$ cat config.mk
export PLATFORM = sky130hd
export DESIGN_NAME = serial_add_ctrl
export DESIGN_NICKNAME = d
export VERILOG_FILES = /design/src/rtl/coa_pkg.sv /design/src/rtl/FA.sv /design/src/rtl/serial_add_ctrl.sv
export SDC_FILE = /design/constraint.sdc
export NUM_CORES = 1
export LEC_CHECK = 0
export CORE_MARGIN = 3
export CORE_UTILIZATION = 30
export DETAILED_ROUTE_END_ITERATION = 16
export PLACE_DENSITY = 0.62
export SYNTH_ARGS = -nofsm -noshare
export SYNTH_HDL_FRONTEND = slang
export SYNTH_HIERARCHICAL = 1
export SYNTH_SLANG_ARGS = --single-unit
$ cat constraint.sdc
create_clock -name clk -period 1.9 [get_ports clk]
set_input_delay 0.38 -clock clk [delete_from_list [all_inputs] [get_ports clk]]
set_output_delay 0.38 -clock clk [all_outputs]
set_load 0.005 [all_outputs]
$ cat src/rtl/coa_pkg.sv
// Shared definitions for the bit-serial adder controller.
package coa_pkg;

  // Controller states; the encoding 2'd3 is unused and recovers to IDLE.
  typedef enum logic [1:0] {
    IDLE = 2'd0,
    RUN  = 2'd1,
    DONE = 2'd2
  } state_t;

  // Default operand width used by integrators that do not override WIDTH.
  localparam int ADD_W = 8;

endpackage

$ cat src/rtl/FA.sv
// One-bit full-adder cell, shared combinational bit slice.
module FA (
  input  logic A,
  input  logic B,
  input  logic Cin,
  output logic Sum,
  output logic Cout
);

  assign Sum  = A ^ B ^ Cin;
  assign Cout = (A & B) | (Cin & (A ^ B));

endmodule

$ cat src/rtl/serial_add_ctrl.sv
// Bit-serial adder controller: walks a single full-adder cell across the
// operands LSB-first, one bit per clock, holding the carry in a flip-flop.
// Result and carry-out are registered and updated only on completion.
module serial_add_ctrl
  import coa_pkg::*;
#(
  parameter int WIDTH = ADD_W
) (
  input  logic             clk,
  input  logic             rst_n,
  input  logic             start,
  input  logic [WIDTH-1:0] a,
  input  logic [WIDTH-1:0] b,
  input  logic             cin,
  output logic             ready,
  output logic             busy,
  output logic             done,
  output logic [WIDTH-1:0] sum,
  output logic             cout
);

  localparam int CNT_W = $clog2(WIDTH) + 1;

  state_t             state_r;
  logic [WIDTH-1:0]   a_sh_r;
  logic [WIDTH-1:0]   b_sh_r;
  // Only the upper WIDTH-1 bits of the partial-sum accumulator are ever
  // read back: bit 0 is shifted out on the very next step, so it is not kept.
  logic [WIDTH-2:0]   acc_r;
  logic               carry_r;
  logic [CNT_W-1:0]   cnt_r;
  logic [WIDTH-1:0]   sum_r;
  logic               cout_r;
  logic               ready_r;
  logic               busy_r;
  logic               done_r;

  logic               fa_sum_s;
  logic               fa_cout_s;
  logic [WIDTH-1:0]   next_acc_s;
  logic               last_bit_s;

  FA u_fa (
    .A    (a_sh_r[0]),
    .B    (b_sh_r[0]),
    .Cin  (carry_r),
    .Sum  (fa_sum_s),
    .Cout (fa_cout_s)
  );

  // New sum bit enters at the MSB so that after WIDTH steps the first bit
  // computed has arrived at bit 0.
  assign next_acc_s = {fa_sum_s, acc_r};
  assign last_bit_s = (cnt_r == CNT_W'(WIDTH - 1));

  assign ready = ready_r;
  assign busy  = busy_r;
  assign done  = done_r;
  assign sum   = sum_r;
  assign cout  = cout_r;

  // Controller FSM with datapath registers and registered handshake outputs.
  always_ff @(posedge clk or negedge rst_n) begin
    if (!rst_n) begin
      state_r <= IDLE;
      a_sh_r  <= '0;
      b_sh_r  <= '0;
      acc_r   <= '0;
      carry_r <= 1'b0;
      cnt_r   <= '0;
      sum_r   <= '0;
      cout_r  <= 1'b0;
      ready_r <= 1'b1;
      busy_r  <= 1'b0;
      done_r  <= 1'b0;
    end else begin
      case (state_r)
        // DONE accepts a new request exactly like IDLE, giving back-to-back
        // operation without a bubble; the only difference is the done pulse.
        IDLE, DONE: begin
          done_r <= 1'b0;
          if (start) begin
            a_sh_r  <= a;
            b_sh_r  <= b;
            carry_r <= cin;
            cnt_r   <= '0;
            acc_r   <= '0;
            state_r <= RUN;
            ready_r <= 1'b0;
            busy_r  <= 1'b1;
          end else begin
            state_r <= IDLE;
            ready_r <= 1'b1;
            busy_r  <= 1'b0;
          end
        end
        // One bit per cycle; start is ignored while running.
        RUN: begin
          a_sh_r  <= {1'b0, a_sh_r[WIDTH-1:1]};
          b_sh_r  <= {1'b0, b_sh_r[WIDTH-1:1]};
          carry_r <= fa_cout_s;
          acc_r   <= next_acc_s[WIDTH-1:1];
          cnt_r   <= cnt_r + CNT_W'(1);
          if (last_bit_s) begin
            sum_r   <= next_acc_s;
            cout_r  <= fa_cout_s;
            state_r <= DONE;
            ready_r <= 1'b1;
            busy_r  <= 1'b0;
            done_r  <= 1'b1;
          end else begin
            state_r <= RUN;
            ready_r <= 1'b0;
            busy_r  <= 1'b1;
            done_r  <= 1'b0;
          end
        end
        default: begin
          state_r <= IDLE;
          ready_r <= 1'b1;
          busy_r  <= 1'b0;
          done_r  <= 1'b0;
        end
      endcase
    end
  end

endmodule

Word level (Yosys, flattened, before mapping)
Cells that the tools add are included.
{ "word_totals": {"in_bits": 20, "ff_bits": 42, "output_inout_bits": 12} }
{ "classes": {"n_eq_ne": 4, "bitwise": 5, "n_reduce_logical": 5, "addsub": 1, "muxes": 20} }
{ "op_table": {"columns": ["cell", "count"], "rows": [
  ["case mux 8 bit (2 select lines)", 2],
  ["2-to-1 mux 8 bit", 2],
  ["case mux 7 bit (2 select lines)", 1],
  ["case mux 4 bit (2 select lines)", 1],
  ["2-to-1 mux 1 bit", 7],
  ["2-to-1 mux 7 bit", 1],
  ["case mux 1 bit (2 select lines)", 3],
  ["adder 4 x 1 -> 4 bit, second input constant", 1],
  ["equality test 4 x 3 -> 1 bit, second input constant", 1],
  ["2-to-1 mux 4 bit", 1],
  ["case mux 2 bit (2 select lines)", 1],
  ["AND reduction 2 bit", 2],
  ["AND 1 bit", 2],
  ["equality test 2 x 1 -> 1 bit, second input constant", 1],
  ["equality test 2 bit, second input constant", 1],
  ["zero test 2 bit", 1],
  ["2-to-1 mux 2 bit", 1],
  ["inequality test 2 bit, second input constant", 1],
  ["nonzero test 2 bit", 1],
  ["OR reduction 2 bit", 1],
  ["bitwise XOR 1 bit", 2],
  ["bitwise OR 1 bit", 1]
]} }

Longest topological paths before layout
{ "depth": {"word_depth": 4, "ltp_mapped": 5, "depth_no_buf": 4} }

Cells and area by module
The synthesis kept the hierarchy.
{ "modules_own_cells": {"columns": ["mod", "cells_per_inst", "area_per_inst_um2", "seq_area_each_um2", "n_inst"], "rows": [
  ["serial_add_ctrl", 115, 1650.3, 1027.2, 1],
  ["FA", 1, 20.0, 0.0, 1]
]} }

Least setup slack after synthesis
Ideal clock, no wire load.
{ "synth_path": {"path_type": "reg-to-reg", "from": "reg cnt_r[0]", "to": "reg cout_r, in the netlist cout", "path_stages_with_launch": 6, "synth_period_minus_slack_ns": 1.452, "t_arrival_ns": 1.324, "setup_slack_ns": 0.448, "setup_ns": 0.128, "path_cell_list": "dfrtp_1 ha_1 nand3b_1 nor3b_1 buf_4 mux2_1"} }
{ "synth_between": {"elab_chain_cells": 2} }
{ "synth_lines": {"columns": ["element", "line_no", "text"], "rows": [
  ["start, declared", "serial_add_ctrl.sv:31", "logic [CNT_W-1:0] cnt_r;"],
  ["start signal, assigned", "serial_add_ctrl.sv:103", "cnt_r <= cnt_r + CNT_W'(1);"],
  ["equality test 4 x 3 -> 1 bit", "serial_add_ctrl.sv:54", "assign last_bit_s = (cnt_r == CNT_W'(WIDTH - 1));"],
  ["AND reduction 2 bit (no source line)", null, null],
  ["end signal, assigned", "serial_add_ctrl.sv:106", "cout_r <= fa_cout_s;"],
  ["end, declared", "serial_add_ctrl.sv:33", "logic cout_r;"]
]} }
No other way between the ends.
A chain may end at the register's enable or synchronous reset.

Final worst setup path
{ "layout_path": {"from": "in start", "to": "reg cnt_r[1]"} }
{ "layout_between": {"elab_chain_cells": 2} }
{ "layout_lines": {"columns": ["element", "line_no", "text"], "rows": [
  ["start, declared", "serial_add_ctrl.sv:11", "input logic start,"],
  ["inequality test 2 bit (no source line)", null, null],
  ["AND reduction 2 bit (no source line)", null, null]
]} }
No other way between the ends.

==> reports/summary.txt <==
total CTS buffers: 5
reg2reg path depth: 5
Reg clk slew, reported paths: 0.07 ns
Synth Area in Simple Gates: 4.270%
Syn-to-layout area delta: 27.04%
vias in the first global route: 1169
post-synthesis cell count: 116
DRC Markers: 0
Post-Synth Adder-Cell Area: 1.948%
Power Density: 1561 mW/mm^2
Hold Fails Final Rpt: 0
synthesized area: 0.001670 mm^2
wire per inst: 13.19 um
number of fill cells: 511
worst-skew pair later-pin latency: 0.28 ns
fin crit share: 88.76%
Longest Clk Path Bufs: 2
fraction of power spent switching nets: 30.55%
Leak: 1.046 nW
DIE AREA: 0.006499 mm^2
most frequent cells in the layout: dfrtp_1, clkdlybuf4s50_1, a22o_1
syn avg cell area: 14.40 um^2
Slew @ Worst Pin: 0.9799 ns
synth warn: 6
Initial DRC Count: 43
Post-Route WL: 2.901 mm
first-pass GRT wire length: 5.181 mm
DRT Pass-1 Iters: 4
# resized after CTS: 0
Design Area, Final: 0.002122 mm^2
CTS H-Tree Depth: 2
crit path kind: in2reg
Tmin final: 1.687 ns
part of the power in the clock network: 16.6%
maximum capacitance violations: 0
logic gate share of total power: 38.3%
Initial Util: 31.89%
R2R Setup Slk: 0.24 ns
I/O pin cnt: 32
die height: 80.62 um
largest net degree at the start of global routing: 42
share of cells above drive strength 1: 9.333%
CTS tree: built
clk root buf: clkbuf_8
initial antenna violation count: 0
Req. time, crit path: 2.12 ns
Max stage delay cell, worst path: nor2_2
Critical Path Sink Type: flop
Hold/Removal Path Class: in2async
Vias/cell: 4.732
CTS sink count: 41
XOR/XNOR Fraction of Synth Area: 0.5243%
Worst Skew: 0.003797 ns
number of setup violations in the final report: 0
Final Net Count: 172
normalized max-slew margin: 34.61%
GR Util All Layers: 10.34%
Die X: 80.62 um
hold buffer count at CTS: 0
combinational family with the most area after synthesis: compound AO/OA/AOI/OAI gates
hpwl dp: 1.989 mm
DP Cell Count: 213
most common cell after layout, fill and taps aside: dfrtp_1
delay of the slowest cell on the worst path: 0.74 ns
P_int: 2.300 mW
GR Util met1: 12.30%
peak supply drop: 725.3 uV
status: finished, final reports clean
Routability Congestion: 0.7526
routed via count: 1041
Worst Path Max Fanout: 25
met3 Usage GRT: 2.691%
RSZ-0062 raised after global routing: no
Finished Layout Cells: 220
global route hottest layer: met2
Final Max Tran Viols: 0
flops & latches, synth: 41
WHS: 0.1414 ns
Synth Net Count: 138
f_max: 0.5929 GHz
Reg-to-Reg End: sum[2]
Startpoint Class: input port
Crit path arrival time: 1.90 ns
sequential fraction of the synthesis area: 61.50%
Seq pwr share: 45.1%
Compound-Gate Fraction of Synth Area: 20.82%
num rows: 26
met2 Resource Use GR: 17.72%
diodes inserted: 0
Net Switching: 1.012 mW
Synth cell types: 21
IO buf count: 31
Setup Buffers After CTS: 0
worst r2r src: cnt_r[0]
crit path from: start
final antenna-violating net count: 0
placed inst area: 0.002036 mm^2
total gr overflow: 0
worst-path cell chain: clkdlybuf4s50_1 > nor2b_1 > nor2_2 > a22o_1
mux share of post-synthesis cell area: 7.266%
total core area: 0.005238 mm^2
worst max-delay path, delay by kind of cell:
family	cells	cell delay (ns)
and+or+nand+nor	2	0.88
buffers and inverters	1	0.39
AOI/OAI and AO/OA	1	0.24
kinds of logic after synthesis:
logic type,after synthesis
buf+inv,9
xor+xnor,1
fa+ha+maj,2
compound gates,42
mux,11
flops,41
simple gates,10
final cells by class:
type,instances,area (um^2),share of cell area [%]
timing repair buffer,35,335.3,15.80
tap,70,87.58,4.127
inverter,1,3.754,0.1769
clock buffer,7,86.33,4.068
sequential,41,1027,48.41
multi-input combinational,66,581.8,27.42
metrics by stage:
step	setup WS (ns)	TNS [ns]	utilization (%)	total power [mW]
detailed placement	-0.1099	-1.916	38.87	2.816
finish	0.2135	0	40.52	3.312
CTS	0.2063	0	40.52	3.373
global route	0.1099	0	40.52	3.586
global placement	-0.05134	-1.079	38.87	2.743
floorplan	0.4485	0	-	2.392
cells in the mapped netlist, drive strengths merged:
| cell type | n | area share, % |
|---|---|---|
| dfrtp | 40 | 60 |
| a22o | 26 | 14 |
| a21o | 16 | 7.2 |
| mux2 | 9 | 6.1 |
| buf | 8 | 3.4 |
| nor2b | 3 | 1.6 |
| mux2i | 2 | 1.2 |
| nor2 | 2 | 0.60 |
| nor3b | 2 | 0.90 |
| dfstp | 1 | 1.6 |
| fa | 1 | 1.2 |
| ha | 1 | 0.75 |
| inv | 1 | 0.22 |
| nand2b | 1 | 0.37 |
| nand3b | 1 | 0.45 |
| nand4 | 1 | 0.37 |
| xnor2 | 1 | 0.52 |
worst max-delay path by stage:
stage,end,slack [ns],cells after the start
floorplan,cout,0.45,5
global placement,acc_r[3],-0.05,4
detailed placement,a_sh_r[7],-0.11,4
CTS,a_sh_r[7],0.21,4
global route,acc_r[3],0.11,4
finish,cnt_r[1],0.21,4
power groups by stage:
stage                     clock (mW)  sequential, mW  combinational, mW
after floorplan                    0            1.46              0.928
after global placement             0            1.49               1.25
after detailed placement           0            1.52               1.30
after CTS                      0.571            1.50               1.30
after global routing           0.617            1.55               1.42
final                          0.550            1.49               1.27
per-layer routing:
layer,routed length [um],part of all wire [%],up-vias
met5,0,0,-
met4,47,1.6,0
met3,139,4.8,5
met2,1393,48,29
met1,1320,46,510
li1,-,-,497
sequential cells by signal, summed over array words and instances, names as in the netlist:
name	count
a_sh_r	8
b_sh_r	8
sum	8
acc_r	7
cnt_r	4
state_r	2
carry_r	1
cout	1
done	1
ready	1
(Power assumes the default switching activity.)
